==> src/rtl/wb_pkg.sv <==
// Shared widths and the queued-result record for the register-file writeback path.
package wb_pkg;

  localparam int ADDR_W = 5;
  localparam int DATA_W = 32;

  typedef struct packed {
    logic [ADDR_W-1:0] rd;
    logic [DATA_W-1:0] data;
  } wb_entry_t;

endpackage

==> src/rtl/wb_fifo.sv <==
// In-order result queue with a parallel, age-ordered view of every entry for bypass search.
module wb_fifo
  import wb_pkg::*;
#(
  parameter int DEPTH = 4,
  localparam int PTR_W = $clog2(DEPTH),
  localparam int CNT_W = $clog2(DEPTH) + 1
) (
  input  logic             clk,
  input  logic             rst_n,
  input  logic             flush,
  input  logic             push,
  input  logic             pop,
  input  wb_entry_t        push_entry,
  output wb_entry_t        age_entry [DEPTH],
  output logic [DEPTH-1:0] age_valid,
  output logic [CNT_W-1:0] count
);

  wb_entry_t        mem [DEPTH];
  logic [PTR_W-1:0] head;
  logic [PTR_W-1:0] tail;

  // NOTE: sequential state uses non-blocking assignments so every register samples pre-edge values.
  always_ff @(posedge clk or negedge rst_n) begin
    if (!rst_n) begin
      head  <= '0;
      tail  <= '0;
      count <= '0;
    end else if (flush) begin
      head  <= '0;
      tail  <= '0;
      count <= '0;
    end else begin
      if (push) tail <= tail + 1'b1;
      if (pop)  head <= head + 1'b1;
      case ({push, pop})
        2'b10:   count <= count + 1'b1;
        2'b01:   count <= count - 1'b1;
        default: count <= count;
      endcase
    end
  end

  // NOTE: storage is deliberately not reset; validity comes from count, so stale words are never seen.
  always_ff @(posedge clk) begin
    if (push && !flush) mem[tail] <= push_entry;
  end

  // Index 0 is the head (oldest); higher indices are progressively younger.
  for (genvar i = 0; i < DEPTH; i++) begin : g_age
    logic [PTR_W-1:0] idx;
    assign idx          = head + PTR_W'(i);
    assign age_entry[i] = mem[idx];
    assign age_valid[i] = (CNT_W'(i) < count);
  end

endmodule

==> src/rtl/wb_writer.sv <==
// Writeback producer: accepts execute results, queues them, retires one register-file write
// per cycle and exposes queued-but-unwritten results to readers through two bypass ports.
module wb_writer
  import wb_pkg::*;
#(
  parameter int DEPTH = 4,
  localparam int CNT_W = $clog2(DEPTH) + 1
) (
  input  logic              clk,
  input  logic              rst_n,
  input  logic              flush,
  input  logic              stall,
  input  logic              in_valid,
  output logic              in_ready,
  input  logic              in_we,
  input  logic [ADDR_W-1:0] in_rd,
  input  logic [DATA_W-1:0] in_data,
  output logic [ADDR_W-1:0] Writereg,
  output logic [DATA_W-1:0] WriteData,
  output logic              Regwrite,
  input  logic [ADDR_W-1:0] q_rr1,
  input  logic [ADDR_W-1:0] q_rr2,
  output logic              byp1_hit,
  output logic              byp2_hit,
  output logic [DATA_W-1:0] byp1_data,
  output logic [DATA_W-1:0] byp2_data,
  output logic [CNT_W-1:0]  count
);

  wb_entry_t        age_entry [DEPTH];
  logic [DEPTH-1:0] age_valid;
  wb_entry_t        push_entry;
  logic             accept;
  logic             push;
  logic             pop;

  assign in_ready   = !flush && (count < CNT_W'(DEPTH));
  assign accept     = in_valid && in_ready;
  // Results with no architectural destination complete the handshake but never occupy a slot.
  assign push       = accept && in_we && (in_rd != '0);
  assign pop        = !flush && !stall && (count != '0);
  assign push_entry = '{rd: in_rd, data: in_data};

  wb_fifo #(.DEPTH(DEPTH)) u_fifo (
    .clk        (clk),
    .rst_n      (rst_n),
    .flush      (flush),
    .push       (push),
    .pop        (pop),
    .push_entry (push_entry),
    .age_entry  (age_entry),
    .age_valid  (age_valid),
    .count      (count)
  );

  always_ff @(posedge clk or negedge rst_n) begin
    if (!rst_n) begin
      Regwrite  <= 1'b0;
      Writereg  <= '0;
      WriteData <= '0;
    end else begin
      Regwrite <= pop;
      if (pop) begin
        Writereg  <= age_entry[0].rd;
        WriteData <= age_entry[0].data;
      end
    end
  end

  // NOTE: every always_comb output gets a default first so no path leaves it unassigned (no latch).
  always_comb begin
    byp1_hit  = 1'b0;
    byp1_data = '0;
    byp2_hit  = 1'b0;
    byp2_data = '0;
    // Scanning oldest to youngest lets the youngest match overwrite earlier ones.
    for (int i = 0; i < DEPTH; i++) begin
      if (age_valid[i] && (q_rr1 != '0) && (age_entry[i].rd == q_rr1)) begin
        byp1_hit  = 1'b1;
        byp1_data = age_entry[i].data;
      end
      if (age_valid[i] && (q_rr2 != '0) && (age_entry[i].rd == q_rr2)) begin
        byp2_hit  = 1'b1;
        byp2_data = age_entry[i].data;
      end
    end
  end

endmodule
==> config.mk <==
export PLATFORM = sky130hd
export DESIGN_NAME = wb_writer
export DESIGN_NICKNAME = d
export VERILOG_FILES = /design/src/rtl/wb_pkg.sv /design/src/rtl/wb_fifo.sv /design/src/rtl/wb_writer.sv
export SDC_FILE = /design/constraint.sdc
export NUM_CORES = 1
export LEC_CHECK = 0
export CAP_MARGIN = 20
export CORE_MARGIN = 4
export CORE_UTILIZATION = 57
export CTS_CLUSTER_SIZE = 28
export DETAILED_ROUTE_END_ITERATION = 6
export MAX_ROUTING_LAYER = met4
export PLACE_DENSITY = 0.87
export SLEW_MARGIN = 15
export SYNTH_ARGS = -nofsm -noshare
export SYNTH_HDL_FRONTEND = slang
export SYNTH_SLANG_ARGS = --single-unit
==> constraint.sdc <==
create_clock -name clk -period 6.2 [get_ports clk]
set_input_delay 1.86 -clock clk [delete_from_list [all_inputs] [get_ports clk]]
set_output_delay 1.86 -clock clk [all_outputs]
set_load 0.005 [all_outputs]
After elaboration in Yosys (flattened, before gate mapping). Memories as Yosys holds them, arrays and structs flattened. Index checks and enable logic that the tools add are counted.

Bits in registers: 45. RAM bits: 148. Input bits: 53. Logic and storage cells: 84. Memories: 1.

$add $sub $neg: 6. Magnitude comparators: 5. Equal/unequal tests: 10. Muxes and demuxes: 24. Reductions and logical operators: 32.

Memories: u_fifo.mem (words 4, bits a word 37, rd ports 4, clocked after memory_dff 0, wr ports 1, line wb_fifo.sv:20) `wb_entry_t mem [DEPTH];`.

Operators with widths (number): two-way mux 32 bit (8); == test 5 bit (8); logical AND 1 bit (23); nonzero test 5 bit (3); two-way mux 1 bit (10); two-way mux 2 bit (4); < comparator 1 x 3 -> 1 bit (first input constant) (2); < comparator 2 x 3 -> 1 bit (first input constant) (2); case mux 3 bit (2 select lines) (1); nonzero test 3 bit (2); adder 2 x 1 -> 2 bit (second input constant) (2); adder 2 bit (second input constant) (2); nonzero test 2 bit (2); adder 3 x 1 -> 3 bit (second input constant) (1); < comparator 3 bit (second input constant) (1); two-way mux 3 bit (1); subtractor 3 x 1 -> 3 bit (second input constant) (1); == test 2 x 1 -> 1 bit (second input constant) (1); == test 2 bit (second input constant) (1); zero test 1 bit (2).

Depth between registers and ports, before layout. Gate-level depths: netlist of the first run.

Depth after elaboration: 8. Mapped depth: 11. Mapped depth without buffers: 8.

By module. A second synthesis of the first run with hierarchy kept.

Cell total of the unflattened synthesis: 980. Area, all modules: 12792.3 um2.

Modules (own cells, without submodules): wb_fifo (times used 1, cells each 382, area each 8599.5 um2, seq. area each 4619.4 um2); wb_writer (times used 1, cells each 598, area each 4192.8 um2, seq. area each 950.9 um2).

Worst setup path before layout of the first run. No wires, ideal clock.

Kind: in2out. Start point: input q_rr1[2]. End point: output byp1_data[21]. Arrival time: 3.696 ns. Data required time: 4.340 ns. Slack: 0.644 ns. Stages on the path: 8. Path buffers: 2. Cells stage by stage: clkbuf_1 > or4_1 > o22ai_1 > nor2_1 > a211oi_4 > buf_6 > nand2_1 > a311oi_1.

Word-level cells in the longest chain between the ends: 7.

Ends and longest elaborated chain: start, declared (line wb_writer.sv:21) `input logic [ADDR_W-1:0] q_rr1,`; nonzero test 5 bit (line wb_writer.sv:78) `if (age_valid[i] && (q_rr1 != '0) && (age_entry[i].rd == q_rr1)) begin`; logical AND 1 bit (2 in a row) (line wb_writer.sv:78); two-way mux 32 bit (3 in a row) (line wb_writer.sv:78); two-way mux 32 bit (*) (line wb_writer.sv:78); end, declared (line wb_writer.sv:25) `output logic [DATA_W-1:0] byp1_data,`.

Every way passes the cells marked *; elsewhere a longest branch is shown, timed or not.

Final worst setup path of the first run.
Start point: input q_rr2[3]. End point: output byp2_data[31].

Word-level cells in the longest chain between the ends: 7.

Ends and longest elaborated chain: start, declared (line wb_writer.sv:22) `input logic [ADDR_W-1:0] q_rr2,`; nonzero test 5 bit (line wb_writer.sv:82) `if (age_valid[i] && (q_rr2 != '0) && (age_entry[i].rd == q_rr2)) begin`; logical AND 1 bit (2 in a row) (line wb_writer.sv:82); two-way mux 32 bit (3 in a row) (line wb_writer.sv:82); two-way mux 32 bit (*) (line wb_writer.sv:82); end, declared (line wb_writer.sv:26) `output logic [DATA_W-1:0] byp2_data,`.

Marked as above.

==> results of run 1 <==
-- through the flow --
step	setup TNS (ns)	instance area [um2]	utilization	std cells	setup slack [ns]
3_5_place_dp	-15.66	14800	0.695	1559	-0.442
4_1_cts	0	15500	0.727	1597	0.0129
6_report	0	15600	0.732	1601	0.00812
2_1_floorplan	0	12500	-	1155	0.644
5_1_grt	0	15600	0.732	1601	0.0105
3_3_place_gp	-13.76	14800	0.695	1559	-0.394
-- path summary, 6_finish.rpt --
kind,slack [ns],to,start
setup / recovery,0.008,byp2_data[31],q_rr2[3]
max in group asynchronous,4.13,u_fifo.head[0]$_DFFE_PN0P_,rst_n
hold / removal,0.51,WriteData[1]$_DFFE_PN0P_,WriteData[1]$_DFFE_PN0P_
min in group asynchronous,1.55,Writereg[1]$_DFFE_PN0P_,rst_n
setup reg to reg,2.80,Writereg[4]$_DFFE_PN0P_,u_fifo.count[2]$_DFFE_PN0P_
hold reg to reg,0.51,WriteData[1]$_DFFE_PN0P_,WriteData[1]$_DFFE_PN0P_
-- worst reg2reg max path: stages, from the launching register on --
cell	delay [ns]
dfrtp_1	0.68
inv_1	0.24
a21oi_1	0.67
nor2b_4	0.92
buf_4	0.41
mux2_2	0.38
-- repair_timing --
action                                  in CTS  in global routing
gates cloned                                 1                  1
endpoints found under the hold margin        0                  0
endpoints found under the setup margin      65                 31
pin swaps                                   15                  6
setup buffers                                5                  1
gates resized for setup                     82                 20
-- cells in the final DEF, fill, tap and decap left out, types with 3 or more instances in the layout --
cell type,n
inv_1,11
a311oi_1,46
clkinvlp_4,4
buf_6,5
edfxtp_1,148
clkdlybuf4s15_1,4
buf_2,6
a21oi_1,39
xor2_1,11
mux4_2,8
inv_6,5
dlymetal6s2s_1,3
nor2_4,8
dfrtp_1,43
nand4_1,4
xnor2_2,3
and2_1,32
ha_1,8
o22ai_1,31
xnor2_1,33
buf_12,17
nand3_1,33
nor2_1,71
nor3_1,42
nor4_2,3
clkbuf_16,18
buf_4,59
dlygate4sd2_1,35
mux2_2,72
mux4_1,9
nand2_1,101
mux2i_1,170
o21ai_0,65
a311oi_2,16
clkdlybuf4s50_1,111
-- kinds of logic after synthesis --
kind of cell / after synthesis / share of synthesized area
XOR/XNOR: 47 / 0.0341
adder cells (fa/ha/maj): 9 / 0.00879
AND/OR/NAND/NOR: 312 / 0.115
buffers and inverters: 118 / 0.0471
AO/OA/AOI/OAI: 217 / 0.116
flip-flops: 193 / 0.445
multiplexers: 259 / 0.234
-- sequential cells by signal, indices dropped and copies added (netlist names) --
name / cells
Regwrite: 1
WriteData: 32
Writereg: 5
u_fifo.count: 3
u_fifo.head: 2
u_fifo.mem: 148
u_fifo.tail: 2
-- power by group --
group          switching, mW  leakage, nW  internal (mW)
logic                   1.24         3.29           1.08
registers              0.151         1.88           1.56
clock network          0.531        0.279          0.608
total                   1.92         5.45           3.25
-- final cells by class --
class / count / area [um2]
Timing Repair Buffer: 243 / 2410
Inverter: 12 / 47.5
Tap cell: 275 / 344
Fill cell: 1376 / 5710
Clock inverter: 14 / 170
Sequential cell: 193 / 5580
Antenna cell: 2 / 5.00
Clock buffer: 18 / 429
Multi-Input combinational cell: 844 / 6590
-- routing by layer --
layer  up-vias  share of wire
met5         -              0
met4         0          0.049
met3       193           0.11
met2       851           0.47
met1      5179           0.37
li1       4675              -
==> results.txt, run 1 <==
Initial Util = 0.588
io pins = 161
antenna-violating nets left = 0
syn_area_per_cell = 10.8 um2
GPL Wtd Cong = 0.912
synthesis-stage register bit count = 193
clock skew = 0.00877 ns
Setup crit end kind = primary output
Critical Path RT = 4.34 ns
largest net degree at the start of global routing = 101
register area share after synthesis = 0.445
Worst-Margin Slew = 0.956 ns
Area contributors post-synth = edfxtp_1 35%, mux2i_1 14%, dfrtp_1 9.0%, mux2_2 6.5%, a311oi_1 4.1%
met3 usage = 0.0678
endpoints failing setup = 0
busiest layer in global routing = met2
routing usage on met2 = 0.493
CP cell instances = dlygate4sd2_1 > buf_4 > xor2_1 > nor4_2 > nand4_1 > buf_4 > o211a_1 > a211oi_2 > buf_4 > clkdlybuf4s50_1
Hold Buf Count CTS = 0
htree depth = 4
Critical path buffers and inverters = 5
1st-iter DRT viols = 1547
core area = 21300 um2
Hold Path Stages = 1
Lkg Pwr = 5.45 nW
FP Rows = 53
DR vias = 10900
Pre-antenna DRT Iters = 6
Yosys top cell area share = 0.355
Period minus WS final = 6.19 ns
dpl hpwl = 24.5 mm
Most used DFF post-synth = edfxtp_1
Inserted Clock Buffers = 17
Synth cell types = 54
vias in the first global route = 10900
relative slew slack = 0.362
critical path arrival = 4.33 ns
first-pass GRT wire length = 58.1 mm
IO buf count = 160
Vias per Instance = 6.81
DRC violations left = 0
ys async rst share = 0.233
clk_lat worst skew = 0.44 ns
Fin. Hold Viols = 0
nets@finish = 1372
Worst Setup Path Type = primary input to primary output
CTS sink count = 193
post-DR wirelength/cell = 24.0 um
CP startpoint kind = primary input
CP dominant cell by count = buf_4
Worst R2R Path Depth = 5
Final period util = 0.999
gr usage total = 0.313
full die area = 24400 um2
Pwr Total = 5.17 mW
cell accounting for the most synthesized area = edfxtp_1
Largest delay share family, worst path = buffers and inverters
peak supply drop = 0.000269 V
drt total wl = 38.4 mm
clk root buf = clkbuf_16
die height = 156 um
CTS max path bufs = 2
hold slack = 0.506 ns
met1 Use GR = 0.386
Max FO, Critical Path = 5
EDFF count, synth = 148
initial antenna violation count = 2
syn nets = 1216
Largest stage delay, worst path = 0.50 ns
synthesis-to-layout area growth = 24.4%
maximum clock rate = 0.162 GHz
Slew Viols, Final = 0
status = completed
Worst path slowest cell = clkdlybuf4s50_1
Tightest Hold Check Type = flop to flop
Gate Count Post-Synth = 1155
global route overflow = 0
Die X = 156 um
Worst path depth = 10
synth warn = 0
top-count cell post-synth = mux2i_1
Power Density = 332 nW/um2
Reg clk slew, reported paths = 0.07 ns
most frequent cells after synthesis = 170 x mux2i_1, 148 x edfxtp_1, 101 x nand2_1
CTS tree = built
maxcap violations = 0
fraction of layout cells with a size suffix above 1 = 0.188
mapped cell area = 12500 um2
unrepaired setup endpoints after global routing = no
No activity file was read; power rests on OpenSTA's default activity.
==> run 2: changes to the inputs <==
Settings changed: CORE_UTILIZATION 57 to 55, PLACE_DENSITY 0.87 to 0.84.
==> run 2 against run 1 <==
Compared with the run above: the run now ends with design-rule violations, negative setup slack left; critical path type unchanged; register-to-register slack better by 0.07 ns; final cell count up 1.1%; first-iteration DRC count down 25%; critical endpoint is now byp2_data[6].
==> results.txt, run 2 (synthesis gave the netlist of run 1 again) <==
fill cell count = 1488 (was 1376)
maxcap violations = 0 (unchanged)
CTS sink count = 193 (unchanged)
multi-input logic area = 6750 um2 (was 6590 um2)
most common cell after layout, fill and taps aside = mux2i_1 (unchanged)
max FFs per register = 148 (unchanged)
routing usage on met2 = 0.471 (was 0.493)
nets@finish = 1382 (was 1372)
most frequent cells in the layout = 170 x mux2i_1, 148 x edfxtp_1, 101 x nand2_1 (was 170 x mux2i_1, 148 x edfxtp_1, 111 x clkdlybuf4s50_1)
synthesis-to-layout area growth = 26.5% (was 24.4%)
Cell Count, Final, Fillers Out = 1618 (was 1601)
clock skew = 0.0132 ns (was 0.00877 ns)
vias in the first global route = 10700 (was 10900)
drt total wl = 37.7 mm (was 38.4 mm)
Worst R2R Path Depth = 6 (was 5)
met1 Use GR = 0.371 (was 0.386)
Inserted Clock Buffers = 17 (unchanged)
Worst path depth = 12 (was 10)
global route overflow = 0 (unchanged)
CP startpoint kind = primary input (unchanged)
total negative slack = -0.00566 ns (was 0 ns)
relative slew slack = 0.347 (was 0.362)
Int Pwr = 3.20 mW (was 3.25 mW)
Largest stage delay, worst path = 0.49 ns (was 0.50 ns)
core area = 22100 um2 (was 21300 um2)
first-pass GRT wire length = 58.6 mm (was 58.1 mm)
clk root buf = clkbuf_16 (unchanged)
failing checks = design-rule violations, negative setup slack
gr usage total = 0.297 (was 0.313)
largest net degree at the start of global routing = 83 (was 101)
Worst Hold Launch = Writereg[0]$_DFFE_PN0P_ (was WriteData[1]$_DFFE_PN0P_)
r2r setup slk = 2.87 ns (was 2.80 ns)
dpl cells = 1570 (was 1559)
logic gate share of total power = 0.455 (was 0.448)
maximum clock rate = 0.161 GHz (was 0.162 GHz)
io pins = 161 (unchanged)
clock power share = 0.210 (was 0.220)
busiest layer in global routing = met2 (unchanged)
Critical path buffers and inverters = 6 (was 5)
initial antenna violation count = 4 (was 2)
DR vias = 10600 (was 10900)
Fin. Hold Viols = 0 (unchanged)
1st-iter DRT viols = 1163 (was 1547)
DRC violations left = 14 (was 0)
peak supply drop = 0.000210 V (was 0.000269 V)
biggest regs = u_fifo.mem: 148 flops, WriteData: 32 flops, Writereg: 5 flops (unchanged)
die height = 159 um (was 156 um)
worst reg2reg endpoint = WriteData[6]$_DFFE_PN0P_ (was Writereg[4]$_DFFE_PN0P_)
Crit. Startpoint = q_rr2[4] (was q_rr2[3])
fraction of layout cells with a size suffix above 1 = 0.213 (was 0.188)
post-DR wirelength/cell = 23.3 um (was 24.0 um)
Largest delay share family, worst path = buffers and inverters (unchanged)
Critical Path End = byp2_data[6] (was byp2_data[31])
full die area = 25200 um2 (was 24400 um2)
Setup crit end kind = primary output (unchanged)
Reg clk slew, reported paths = 0.07 ns (about the same)
reg-to-reg critical path startpoint = u_fifo.count[1]$_DFFE_PN0P_ (was u_fifo.count[2]$_DFFE_PN0P_)
Pre-antenna DRT Iters = 7 (was 6)
Lkg Pwr = 5.68 nW (was 5.45 nW)
met3 usage = 0.0599 (was 0.0678)
Final period util = 1.00 (was 0.999)
Worst path slowest cell = clkdlybuf4s50_1 (unchanged)
Pwr Total = 5.12 mW (was 5.17 mW)
Sw Share = 0.375 (was 0.372)
Hold Buf Count CTS = 0 (unchanged)
critical path arrival = 4.35 ns (was 4.33 ns)
dpl hpwl = 24.0 mm (was 24.5 mm)
endpoints failing setup = 1 (was 0)
Vias per Instance = 6.54 (was 6.81)
htree depth = 4 (unchanged)
CP dominant cell by count = buf_12 (was buf_4)
Reg power frac = 0.335 (was 0.331)
FP Rows = 54 (was 53)
status = complete, but fails checks (was completed)
Max FO, Critical Path = 7 (was 5)
Worst-Margin Slew = 0.977 ns (was 0.956 ns)
Die X = 159 um (was 156 um)
Worst Setup Path Type = primary input to primary output (unchanged)
clk_lat worst skew = 0.45 ns (was 0.44 ns)
Slew Viols, Final = 0 (unchanged)
CP cell instances = clkdlybuf4s50_1 > nor4_1 > or4_4 > a211oi_4 > buf_6 > buf_4 > o21ai_4 > buf_12 > buf_12 > o21ai_0 > o22ai_1 > dlygate4sd2_1 (was dlygate4sd2_1 > buf_4 > xor2_1 > nor4_2 > nand4_1 > buf_4 > o211a_1 > a211oi_2 > buf_4 > clkdlybuf4s50_1)
Power Density = 323 nW/um2 (was 332 nW/um2)
CTS max path bufs = 2 (unchanged)
CTS tree = built (unchanged)
Tightest Hold Check Type = flop to flop (unchanged)
Register Area = 5580 um2 (unchanged)
Initial Util = 0.567 (was 0.588)
IO buf count = 160 (unchanged)
Critical Path RT = 4.34 ns (about the same)
register name with the most flops = u_fifo.mem (unchanged)
GPL Wtd Cong = 0.904 (was 0.912)
unrepaired setup endpoints after global routing = yes (was no)
pre-CTS setup slack = -0.538 ns (was -0.442 ns)
Setup WS post-layout = -0.00566 ns (was 0.00812 ns)
antenna-violating nets left = 0 (unchanged)
NetSw = 1.92 mW (about the same)
Period minus WS final = 6.21 ns (was 6.19 ns)
final core utilization = 0.717 (was 0.732)
==> run 2: cell types whose count changed in the layout (fill, tap and decap cells not counted), moves of 5 or more <==
cell             before  now
o21ai_2               0    5
o21ai_0              65   45
o21ai_1               1   16
clkdlybuf4s15_1       4   16
clkdlybuf4s50_1     111   86
dlygate4sd2_1        35   40
==> run 2: power by group through the flow <==
stage          Combinational [mW]  Clock [mW]  Sequential (mW)
3_5_place_dp                 2.24           0             1.74
2_1_floorplan                1.42           0             1.68
6_report                     2.33        1.08             1.72
3_3_place_gp                 2.19           0             1.73
4_1_cts                      2.26        1.08             1.72
5_1_grt                      2.48        1.14             1.74
==> run 2: layout make-up <==
class                   instances  share of cell area
inverters                      12             0.00300
diodes                          4            0.000632
well taps                     280              0.0221
clock inverters                13             0.00750
clock buffers                  19              0.0280
multi-input cells             844               0.426
repair buffers                253               0.161
flip-flops and latches        193               0.352
==> run 2: per-stage QoR <==
step           hold WS [ns]  cell area, um2
6_report              0.508           15800
5_1_grt               0.524           15800
4_1_cts               0.511           15600
3_5_place_dp          0.495           14800
3_3_place_gp          0.490           14800
2_1_floorplan         0.505           12500
==> run 2: routing by layer <==
layer / vias to the layer above / wire, um / part of all wire
li1: 4686 / - / -
met1: 5093 / 14500 / 0.38
met2: 689 / 18300 / 0.49
met3: 120 / 3610 / 0.096
met4: 0 / 1310 / 0.035
met5: - / 0 / 0
==> run 2: timing repair <==
item	in CTS	in global routing
pin swaps	26	12
resized for setup	143	69
setup buffers	4	4
hold endpoints to repair	0	0
cloned	4	1
endpoints found under the setup margin	66	38
==> run 2: worst min-delay path by stage <==
stage                     slack [ns]                        end  depth (start not counted)
after floorplan                 0.51  WriteData[13]$_DFFE_PN0P_                          1
after CTS                       0.51    Writereg[0]$_DFFE_PN0P_                          1
after global routing            0.52   WriteData[7]$_DFFE_PN0P_                          1
after detailed placement        0.50    Writereg[0]$_DFFE_PN0P_                          1
after global placement          0.49   WriteData[0]$_DFFE_PN0P_                          1
final                           0.51    Writereg[0]$_DFFE_PN0P_                          1
